--- src/rtl/vga_pkg.sv ---
// ============================================================================
// Module  : vga_pkg
// Purpose : Shared VGA 640x480@60 timing constants, pixel format and the
//           capture FSM state encoding.
// Revision: 1.0 - initial release
// ============================================================================
`default_nettype none

package vga_pkg;

   localparam int VGA_H_ACTIVE = 640;
   localparam int VGA_HPIXELS  = 800;
   localparam int VGA_HPULSE   = 96;
   localparam int VGA_HBP      = 48;
   localparam int VGA_V_ACTIVE = 480;
   localparam int VGA_VLINES   = 525;
   localparam int VGA_VPULSE   = 2;
   localparam int VGA_VBP      = 33;

   localparam int PIX_W = 12;
   localparam int CNT_W = 10;

   typedef enum logic [1:0] {
      ST_IDLE    = 2'd0,
      ST_ARMED   = 2'd1,
      ST_CAPTURE = 2'd2
   } cap_state_t;

   function automatic logic [PIX_W-1:0] pack_rgb(input logic [3:0] r,
                                                  input logic [3:0] g,
                                                  input logic [3:0] b);
      return {r, g, b};
   endfunction

endpackage

`default_nettype wire

--- src/rtl/vga_sync_tracker.sv ---
// ============================================================================
// Module  : vga_sync_tracker
// Purpose : Registers the incoming VGA stream, finds sync leading edges and
//           tracks the pixel position and line-length lock of each sample.
// Revision: 1.0 - initial release
// ============================================================================
`default_nettype none

module vga_sync_tracker
   import vga_pkg::*;
#(
   parameter int H_ACTIVE    = VGA_H_ACTIVE,
   parameter int V_ACTIVE    = VGA_V_ACTIVE,
   parameter int HPIXELS     = VGA_HPIXELS,
   parameter int HPULSE      = VGA_HPULSE,
   parameter int HBP         = VGA_HBP,
   parameter int VPULSE      = VGA_VPULSE,
   parameter int VBP         = VGA_VBP,
   parameter bit SYNC_ACTIVE = 1'b1
) (
   input  logic             Xclk,
   input  logic             rst,
   input  logic             hsync_i,
   input  logic             vsync_i,
   input  logic [PIX_W-1:0] rgb_i,
   output logic [CNT_W-1:0] x,
   output logic [CNT_W-1:0] y,
   output logic             active,
   output logic             locked,
   output logic             vsync_edge,
   output logic [PIX_W-1:0] pix
);

   localparam logic [CNT_W-1:0] HC_LAST  = CNT_W'(HPIXELS - 1);
   localparam logic [CNT_W-1:0] HS_START = CNT_W'(HPULSE + HBP);
   localparam logic [CNT_W-1:0] HS_END   = CNT_W'(HPULSE + HBP + H_ACTIVE);
   localparam logic [CNT_W-1:0] VS_START = CNT_W'(VPULSE + VBP);
   localparam logic [CNT_W-1:0] VS_END   = CNT_W'(VPULSE + VBP + V_ACTIVE);

   logic             hs_q, hs_d, vs_q, vs_d;
   logic [PIX_W-1:0] rgb_q, rgb_d;
   logic [CNT_W-1:0] hc_q, hc_d, vc_q, vc_d;
   logic             vedge_q, vedge_d;
   logic             match_q, match_d;
   logic             locked_q, locked_d;
   logic             hs_lead, vs_lead;

   // Edges are found one sample early so hc/vc describe the sample now in rgb_q.
   always_comb begin
      hs_lead  = (hsync_i == SYNC_ACTIVE) && (hs_q != SYNC_ACTIVE);
      vs_lead  = (vsync_i == SYNC_ACTIVE) && (vs_q != SYNC_ACTIVE);
      hs_d     = hsync_i;
      vs_d     = vsync_i;
      rgb_d    = rgb_i;
      vedge_d  = vs_lead;
      hc_d     = (hc_q == '1) ? hc_q : hc_q + CNT_W'(1);
      vc_d     = vc_q;
      match_d  = match_q;
      locked_d = locked_q;
      if (hs_lead) begin
         hc_d = '0;
         vc_d = (vc_q == '1) ? vc_q : vc_q + CNT_W'(1);
         if (hc_q == HC_LAST) begin
            match_d  = 1'b1;
            locked_d = match_q;
         end else begin
            match_d  = 1'b0;
            locked_d = 1'b0;
         end
      end
      if (vs_lead) begin
         vc_d = '0;
      end
   end

   always_ff @(posedge Xclk or posedge rst) begin
      if (rst) begin
         hs_q     <= 1'b0;
         vs_q     <= 1'b0;
         rgb_q    <= '0;
         hc_q     <= '0;
         vc_q     <= '0;
         vedge_q  <= 1'b0;
         match_q  <= 1'b0;
         locked_q <= 1'b0;
      end else begin
         hs_q     <= hs_d;
         vs_q     <= vs_d;
         rgb_q    <= rgb_d;
         hc_q     <= hc_d;
         vc_q     <= vc_d;
         vedge_q  <= vedge_d;
         match_q  <= match_d;
         locked_q <= locked_d;
      end
   end

   assign x          = hc_q - HS_START;
   assign y          = vc_q - VS_START;
   assign active     = (hc_q >= HS_START) && (hc_q < HS_END) &&
                       (vc_q >= VS_START) && (vc_q < VS_END);
   assign locked     = locked_q;
   assign vsync_edge = vedge_q;
   assign pix        = rgb_q;

endmodule

`default_nettype wire

--- src/rtl/vga_capture.sv ---
// ============================================================================
// Module  : vga_capture
// Purpose : Software-armed single-frame VGA capture into frame RAM.
//           VGA_CAPTURE_DECIMATE_EN selects 2x2 decimated (320x240) capture.
// Revision: 1.0 - initial release
// ============================================================================
`default_nettype none

module vga_capture
   import vga_pkg::*;
#(
   parameter int H_ACTIVE    = VGA_H_ACTIVE,
   parameter int V_ACTIVE    = VGA_V_ACTIVE,
   parameter int HPIXELS     = VGA_HPIXELS,
   parameter int HPULSE      = VGA_HPULSE,
   parameter int HBP         = VGA_HBP,
   parameter int VPULSE      = VGA_VPULSE,
   parameter int VBP         = VGA_VBP,
   parameter bit SYNC_ACTIVE = 1'b1,
   parameter int ADDR_W      = 19
) (
   input  logic              Xclk,
   input  logic              rst,
   input  logic              cap_start,
   input  logic              hsync_i,
   input  logic              vsync_i,
   input  logic [3:0]        red_i,
   input  logic [3:0]        green_i,
   input  logic [3:0]        blue_i,
   output logic              wr_en,
   output logic [ADDR_W-1:0] wr_adr,
   output logic [PIX_W-1:0]  wr_dat,
   output logic              busy,
   output logic              frame_done,
   output logic              locked,
   output logic              err
);

   logic [CNT_W-1:0] trk_x, trk_y;
   logic             trk_active, trk_locked, trk_vedge;
   logic [PIX_W-1:0] trk_pix;
   logic             take_pix, last_pix;

   vga_sync_tracker #(
      .H_ACTIVE    (H_ACTIVE),
      .V_ACTIVE    (V_ACTIVE),
      .HPIXELS     (HPIXELS),
      .HPULSE      (HPULSE),
      .HBP         (HBP),
      .VPULSE      (VPULSE),
      .VBP         (VBP),
      .SYNC_ACTIVE (SYNC_ACTIVE)
   ) u_sync (
      .Xclk       (Xclk),
      .rst        (rst),
      .hsync_i    (hsync_i),
      .vsync_i    (vsync_i),
      .rgb_i      (pack_rgb(red_i, green_i, blue_i)),
      .x          (trk_x),
      .y          (trk_y),
      .active     (trk_active),
      .locked     (trk_locked),
      .vsync_edge (trk_vedge),
      .pix        (trk_pix)
   );

`ifdef VGA_CAPTURE_DECIMATE_EN
   localparam logic [CNT_W-1:0] LAST_X = CNT_W'(H_ACTIVE - 2);
   localparam logic [CNT_W-1:0] LAST_Y = CNT_W'(V_ACTIVE - 2);
   assign take_pix = trk_active && !trk_x[0] && !trk_y[0];
`else
   localparam logic [CNT_W-1:0] LAST_X = CNT_W'(H_ACTIVE - 1);
   localparam logic [CNT_W-1:0] LAST_Y = CNT_W'(V_ACTIVE - 1);
   assign take_pix = trk_active;
`endif
   assign last_pix = (trk_x == LAST_X) && (trk_y == LAST_Y);

   cap_state_t        state_q, state_d;
   logic              wr_en_q, wr_en_d;
   logic [ADDR_W-1:0] wr_adr_q, wr_adr_d;
   logic [ADDR_W-1:0] adr_cnt_q, adr_cnt_d;
   logic [PIX_W-1:0]  wr_dat_q, wr_dat_d;
   logic              done_q, done_d;
   logic              err_q, err_d;
   logic              busy_q, busy_d;

   always_comb begin
      state_d   = state_q;
      wr_en_d   = 1'b0;
      wr_adr_d  = wr_adr_q;
      adr_cnt_d = adr_cnt_q;
      wr_dat_d  = wr_dat_q;
      done_d    = 1'b0;
      err_d     = err_q;
      busy_d    = (state_q != ST_IDLE);
      case (state_q)
         ST_IDLE: begin
            wr_adr_d  = '0;
            adr_cnt_d = '0;
            if (cap_start) begin
               state_d = ST_ARMED;
               err_d   = 1'b0;
            end
         end
         ST_ARMED: begin
            if (trk_vedge && trk_locked) begin
               state_d = ST_CAPTURE;
            end
         end
         ST_CAPTURE: begin
            // A lost lock or an early frame start means the frame is torn.
            if (!trk_locked || trk_vedge) begin
               err_d   = 1'b1;
               state_d = ST_IDLE;
            end else if (take_pix) begin
               wr_en_d   = 1'b1;
               wr_dat_d  = trk_pix;
               wr_adr_d  = adr_cnt_q;
               adr_cnt_d = adr_cnt_q + ADDR_W'(1);
               if (last_pix) begin
                  done_d  = 1'b1;
                  state_d = ST_IDLE;
               end
            end
         end
         default: state_d = ST_IDLE;
      endcase
   end

   always_ff @(posedge Xclk or posedge rst) begin
      if (rst) begin
         state_q   <= ST_IDLE;
         wr_en_q   <= 1'b0;
         wr_adr_q  <= '0;
         adr_cnt_q <= '0;
         wr_dat_q  <= '0;
         done_q    <= 1'b0;
         err_q     <= 1'b0;
         busy_q    <= 1'b0;
      end else begin
         state_q   <= state_d;
         wr_en_q   <= wr_en_d;
         wr_adr_q  <= wr_adr_d;
         adr_cnt_q <= adr_cnt_d;
         wr_dat_q  <= wr_dat_d;
         done_q    <= done_d;
         err_q     <= err_d;
         busy_q    <= busy_d;
      end
   end

   assign wr_en      = wr_en_q;
   assign wr_adr     = wr_adr_q;
   assign wr_dat     = wr_dat_q;
   assign frame_done = done_q;
   assign err        = err_q;
   assign busy       = busy_q;
   assign locked     = trk_locked;

endmodule

`default_nettype wire

--- config.mk ---
export PLATFORM = sky130hd
export DESIGN_NAME = vga_capture
export DESIGN_NICKNAME = d
export VERILOG_FILES = /design/src/rtl/vga_pkg.sv /design/src/rtl/vga_sync_tracker.sv /design/src/rtl/vga_capture.sv
export SDC_FILE = /design/constraint.sdc
export NUM_CORES = 1
export LEC_CHECK = 0
export BUFFER_PORTS_ARGS = -buffer_cell sky130_fd_sc_hd__buf_2
export CORE_UTILIZATION = 40
export CTS_BUF_LIST = sky130_fd_sc_hd__clkbuf_16
export DETAILED_ROUTE_END_ITERATION = 8
export HOLD_SLACK_MARGIN = 0.08
export PLACE_DENSITY = 0.65
export SETUP_SLACK_MARGIN = 0.1
export SYNTH_ARGS = -nofsm -noshare
export SYNTH_HDL_FRONTEND = slang
export SYNTH_HIERARCHICAL = 1
export SYNTH_SLANG_ARGS = --single-unit
export TNS_END_PERCENT = 1
--- constraint.sdc ---
create_clock -name Xclk -period 6.7 [get_ports Xclk]
set_clock_uncertainty 0.05 [all_clocks]
set_input_delay 2.01 -clock Xclk [delete_from_list [all_inputs] [get_ports Xclk]]
set_output_delay 2.01 -clock Xclk [all_outputs]
set_load 0.02 [all_outputs]
# Yosys cells after proc, flatten, opt, wreduce, memory -nomap -nowiden
# Cells that the tools add are included.
# classes
order_cmp	4
muxes	29
n_addsub	5
eq_ne	16
bitwise_logic	3
reduce_logical	18
# ops
cell	n
19-bit two-way mux	4
19-bit case mux with 2 select lines	2
10-bit two-way mux	5
10-bit == test, second input constant	4
10-bit by 1-bit adder with 10-bit output, second input constant	2
10-bit less-than comparator, second input constant	2
19-bit by 1-bit adder with 19-bit output, second input constant	1
1-bit two-way mux	11
10-bit by 9-bit == test with 1-bit output, second input constant	1
10-bit by 6-bit greater-or-equal comparator with 1-bit output, second input constant	1
10-bit by 8-bit greater-or-equal comparator with 1-bit output, second input constant	1
2-bit two-way mux	5
2-bit inequality test, second input constant	5
10-bit by 6-bit subtractor with 10-bit output, second input constant	1
10-bit by 8-bit subtractor with 10-bit output, second input constant	1
3-bit AND reduction	3
1-bit logical AND	7
3-bit inequality test, second input constant	2
2-bit case mux with 3 select lines	1
2-bit nonzero test	3
2-bit by 1-bit inequality test with 1-bit output, second input constant	2
4-bit AND reduction	1
1-bit inverter	3
2-bit by 1-bit == test with 1-bit output, second input constant	1
6 further kinds	6
# word_totals
input_bits	17
reg_bits	93
wordCells	91
out_inout_bits	36

# Depth between registers and ports, before layout
# logic_depth
depth_word	7
ltp_mapped	11

# Hierarchy
# The synthesis kept the hierarchy.
# by_module_without_submodules
module	cells_per_inst	n_inst	area_per_inst_um2	seq_area_each_um2
vga_capture	238	1	2478.6	1401.3
vga_sync_tracker	202	1	1909.3	925.9

# Worst setup path after synthesis
# OpenSTA, ideal clock, no wires.
# synth_path
path_kind	input -> register
start	input port hsync_i
end	register u_sync.vc_q[7]
path_stages	4
setup_slack_ns	3.546
t_required_ns	6.571
n_path_buf	0
arrival_time_ns	3.025
setup_time_ns	0.079
cell_sequence	nand2b_1 > or3_4 > or4_1 > a21oi_1
# synth_between
elab_chain_cells	3
# synth_rtl
element	line_no	text
start: declaration	vga_capture.sv:25	input logic hsync_i,
1-bit logical AND	vga_sync_tracker.sv:50	hs_lead = (hsync_i == SYNC_ACTIVE) && (hs_q != SYNC_ACTIVE);
2-bit nonzero test (no line)	n/a	
2-bit AND reduction (no line)	n/a	
end signal: assignment	vga_sync_tracker.sv:91	vc_q <= vc_d;
end: declaration	vga_sync_tracker.sv:42	logic [CNT_W-1:0] hc_q, hc_d, vc_q, vc_d;
# No other way between the ends.
# A chain may end at the register's enable or synchronous reset.

# Final worst setup path
# layout_path
start	register u_sync.vc_q[1]
end	register adr_cnt_q[8]
# layout_between
elab_chain_cells	5
word_cells_on_any_way	6
# layout_rtl
element	line_no	text
10-bit by 6-bit greater-or-equal comparator with 1-bit output	vga_sync_tracker.sv:101	(vc_q >= VS_START) && (vc_q < VS_END);
1-bit logical AND	vga_sync_tracker.sv:100	assign active = (hc_q >= HS_START) && (hc_q < HS_END) &&
1-bit logical AND (*)	vga_sync_tracker.sv:101	
via take_pix	vga_capture.sv:42	logic take_pix, last_pix;
2-bit inequality test (no line) (*)	n/a	
3-bit AND reduction (no line) (*)	n/a	
end signal: assignment	vga_capture.sv:144	adr_cnt_q <= adr_cnt_d;
end: declaration	vga_capture.sv:81	logic [ADDR_W-1:0] adr_cnt_q, adr_cnt_d;
# The timed path passes the listed nets; every way through them passes the cells marked *.

==> reports/qor_table.md <==
| Stage | Result | This run |
|---|---|---|
| clock tree | Number of buffers created by CTS | 9 |
| logic synthesis | List of most frequent post-synthesis cells | 93 x sky130_fd_sc_hd__dfrtp_1, 67 x sky130_fd_sc_hd__nand2_1, 38 x sky130_fd_sc_hd__o21ai_0 |
| hold path | Startpoint of the tightest hold check path | u_sync/pix[6]$_DFF_PP0_ |
| logic synthesis | Total nets after synthesis | 464 |
| placement | Post-placement cell count | 601 |
| placement | Placer congestion estimate | 0.803 |
| setup path | FF-to-FF setup slack | 3.28 ns |
| timing | Hold Vio Cnt, Final | 0 |
| timing | Period Utilization, post-route | 51.0% |
| logic synthesis | Sequential area share after synthesis | 53.0% |
| cells and area | Total of fill cells in the finished design | 976 |
| flow run | Number of violations of the max-capacitance limit | 0 |
| die | Row count | 37 |
| timing | Final worst setup slack | 3.28 ns |
| power and ir drop | Worst supply voltage drop on vdd | 135 uV |
| setup path | Nature of the critical path endpoint | flip-flop |
| timing | Clock period minus final worst setup slack | 3.42 ns |
| setup path | Kind of start point of the critical path | flip-flop |
| cells and area | Total inserted antenna cells | 0 |
| timing | Worst slew margin relative to its limit | 37.6% |
| logic synthesis | Gate Count Post-Synth | 440 |
| placement | HPWL reported at the end of detailed placement | 6.03 mm |
| logic synthesis | Number of enable flip-flop cells after synthesis | 0 |
| logic synthesis | Most instantiated library cell after synthesis | sky130_fd_sc_hd__dfrtp_1 |
| global routing | Global-route wire length before repair | 15.2 mm |
| clock tree | Clock sink count | 93 |
| die | Number of primary I/O pins | 53 |
| die | Starting Density | 41.9% |
| power and ir drop | Reported leakage power | 2.30 nW |
| placement | Setup WS pre-CTS | 3.15 ns |
| logic synthesis | Netlist area before placement | 0.00439 sq mm |
| clock tree | Clock transition at the registers of the reported paths | 0.06 ns |
| routing | Remaining antenna violation count after routing | 0 |
| die | Die footprint | 0.0114 sq mm |
| cells and area | Post-route non-filler standard cell count | 617 |
| global routing | Antenna violations before repair | 0 |
| global routing | Largest net degree at the start of global routing | 57 |
| hold path | Depth of the worst hold-timing path | 1 |
| clock tree | Number of post-CTS setup repair buffers | 0 |
| hold path | Endpoint, Worst Hold | wr_dat[6]$_DFFE_PP0P_ |
| logic synthesis | Number of unique standard cell types used by synthesis | 52 |
| run status | Outcome | complete, no violations |
| setup path | Worst R2R End | adr_cnt_q[8]$_DFFE_PP0P_ |
| setup path | Largest delay contributor family on the critical path | compound AO/OA/AOI/OAI gates |
| setup path | Largest stage delay on the critical path | 0.90 ns |
| cells and area | Area growth, synth to finish | 13.5% |
| logic synthesis | Number of flip-flops and latches in the synthesized netlist | 93 |
| die | Area of the core | 0.0105 sq mm |
| routing | Pre-Repair DR Iteration Count | 4 |
| global routing | Final global-route overflow total | 0 |
| logic synthesis | Ranking of synthesized cells by area | sky130_fd_sc_hd__dfrtp_1 53%, sky130_fd_sc_hd__nand2_1 5.7%, sky130_fd_sc_hd__o21ai_0 4.3%, sky130_fd_sc_hd__xor2_1 3.0%, sky130_fd_sc_hd__nor2_1 2.1% |
| setup path | Classification of the worst setup path | reg -> reg |
| routing | Drt wl/cell | 14.4 microns |
| setup path | Crit path cell chain | ha_1 -> o41ai_1 -> a21oi_1 -> a41oi_1 -> a211oi_1 -> and2_2 -> nand3_1 -> o221a_2 |
| setup path | Data arrival at the endpoint of the critical path | 3.60 ns |
| die | Die H | 107 microns |
| timing | RSZ-0062 raised after global routing | no |
| cells and area | Fraction of final layout cells sized beyond drive strength 1 | 17.5% |
| power and ir drop | Areal power density over the cells | 235 mW/mm^2 |
| timing | Highest clock frequency the design can meet | 292 MHz |
| setup path | Data required time of the worst path | 6.88 ns |
| global routing | Total routing resource utilization after global routing | 17.0% |
| clock tree | Clock Tree Buf Depth | 2 |
| routing | Total DRC errors in the routed layout | 0 |
| setup path | Worst path bufs/invs | 0 |
| cells and area | Net count of the finished layout | 500 |
| die | Die width | 107 microns |
| timing | Number of pins exceeding their max-slew limit in the final report | 0 |
| clock tree | TritonCTS clock tree | built |
| clock tree | Maximum level of the CTS H-tree | 3 |
| setup path | R2r worst-path depth | 8 |
| logic synthesis | Top-area cell type share of the netlist area | 53.0% |
| logic synthesis | Synth Warn # | 6 |
| placement | Input/output buffers | 52 |
| logic synthesis | Post-synth top area cell | sky130_fd_sc_hd__dfrtp_1 |
| routing | Sum of routed wire length over all layers | 8.87 mm |
| timing | Transition at the pin with the smallest max-transition slack | 0.936 ns |
| routing | Detailed-route vias per instance | 5.32 |
| timing | Final count of negative-setup-slack endpoints | 0 |
| clock tree | Clock Root Buffer | sky130_fd_sc_hd__clkbuf_16 |
| logic synthesis | Mean cell area of the mapped netlist | 9.97 sq um |
| global routing | Via count of the first global-routing pass | 3209 |
| routing | Number of DRC violations after detailed-routing iteration 0 | 102 |
| clock tree | CTS Hold Buffers Added | 0 |
| setup path | Worst-path maximum fanout | 55 |
| setup path | Standard cell with the maximum stage delay on the critical path | sky130_fd_sc_hd__and2_2 |
| clock tree | Worst-Skew Late Latency | 0.34 ns |
| timing | Final-layout worst hold slack | 0.411 ns |
| clock tree | Resized cells post-CTS | 0 |
| routing | DR vias | 3285 |
| hold path | Type of the worst min-delay path | reg -> reg |
| timing | Final total negative setup slack | 0 ns |
| logic synthesis | Share of flip-flops with an asynchronous set or reset after synthesis | 100% |
| setup path | Worst reg2reg startpoint | u_sync/vc_q[1]$_DFFE_PP0P_ |
| logic synthesis | Most instantiated flip-flop cell in the synthesis netlist | sky130_fd_sc_hd__dfrtp_1 |
[final cells by class]
type	instances	area [sq um]	area share, %
inverter	18	67.6	1.36
multi-input combinational	300	1850	37.1
timing repair buffer	54	275	5.53
clock buffer	9	225	4.52
clock inverter	7	67.6	1.36
sequential	93	2330	46.7
tap	136	170	3.42
[how the worst max path moves through the flow]
stage,from,end,slack [ns],depth (start not counted)
after global routing,u_sync/vc_q[1]$_DFFE_PP0P_,adr_cnt_q[8]$_DFFE_PP0P_,2.90,8
after detailed placement,hsync_i,u_sync/vc_q[7]$_DFFE_PP0P_,3.15,5
after CTS,u_sync/vc_q[0]$_DFFE_PP0P_,adr_cnt_q[8]$_DFFE_PP0P_,3.22,8
after global placement,hsync_i,u_sync/vc_q[7]$_DFFE_PP0P_,3.18,5
final,u_sync/vc_q[1]$_DFFE_PP0P_,adr_cnt_q[8]$_DFFE_PP0P_,3.28,8
after floorplan,rst,adr_cnt_q[0]$_DFFE_PP0P_,3.27,1
[metal layers]
metal / track usage (%) / wire length, microns
met4: 5.19 / 126
met2: 29.2 / 4410
met5: 0 / 0
met1: 20.7 / 4040
met3: 4.80 / 289
[power by group]
part | internal, mW | switching (mW) | leakage, nW | total, mW
combinational | 0.0286 | 0.0426 | 0.903 | 0.0712
sequential | 0.579 | 0.0235 | 1.25 | 0.602
clock | 0.287 | 0.208 | 0.148 | 0.495
total | 0.895 | 0.274 | 2.30 | 1.17
[per-stage QoR]
stage          utilization, %  cell area [sq um]  power (mW)
6_report                 47.6               4980        1.17
5_1_grt                  47.6               4980        1.22
4_1_cts                  47.6               4980        1.19
3_5_place_dp             44.8               4690       0.683
3_3_place_gp             44.8               4690       0.678
2_1_floorplan               -               4390       0.669
[placed cells by master, fill, tap and decap left out, types with 4 or more instances in the layout]
| cell | count |
|---|---|
| sky130_fd_sc_hd__dfrtp_1 | 93 |
| sky130_fd_sc_hd__nand2_1 | 67 |
| sky130_fd_sc_hd__buf_2 | 52 |
| sky130_fd_sc_hd__o21ai_0 | 38 |
| sky130_fd_sc_hd__nor2_1 | 25 |
| sky130_fd_sc_hd__inv_1 | 18 |
| sky130_fd_sc_hd__a21oi_1 | 17 |
| sky130_fd_sc_hd__xor2_1 | 15 |
| sky130_fd_sc_hd__nand4_1 | 11 |
| sky130_fd_sc_hd__nand3_1 | 11 |
| sky130_fd_sc_hd__nor3_1 | 11 |
| sky130_fd_sc_hd__clkbuf_16 | 9 |
| sky130_fd_sc_hd__o31ai_1 | 8 |
| sky130_fd_sc_hd__mux2_1 | 8 |
| sky130_fd_sc_hd__or3_1 | 7 |
| sky130_fd_sc_hd__or4_1 | 7 |
| sky130_fd_sc_hd__ha_1 | 7 |
| sky130_fd_sc_hd__xnor2_1 | 7 |
| sky130_fd_sc_hd__nor4_1 | 6 |
| sky130_fd_sc_hd__nand2b_1 | 5 |
| sky130_fd_sc_hd__a31oi_1 | 5 |
| sky130_fd_sc_hd__and2_1 | 4 |
| sky130_fd_sc_hd__mux2_2 | 4 |
| sky130_fd_sc_hd__mux2i_1 | 4 |
[flip-flops by register name, indices dropped and copies added, names as in the netlist, 2 cells and up]
signal and cells:
wr_dat 12, u_sync/vc_q 10, adr_cnt_q 19, wr_adr 19, state_q 2, u_sync/pix 12, u_sync/hc_q 10
[logic make-up (layout without fill, tap and decap cells)]
family,count (synthesis),count (layout),synth area share [%]
compound gates,84,84,12.0
xor+xnor,22,22,4.39
fa+ha+maj,7,7,2.00
buf+inv,47,88,4.93
flops,93,93,53.0
mux,16,16,3.99
simple gates,171,171,19.6
Note: power is estimated with default switching activity, not from simulation.
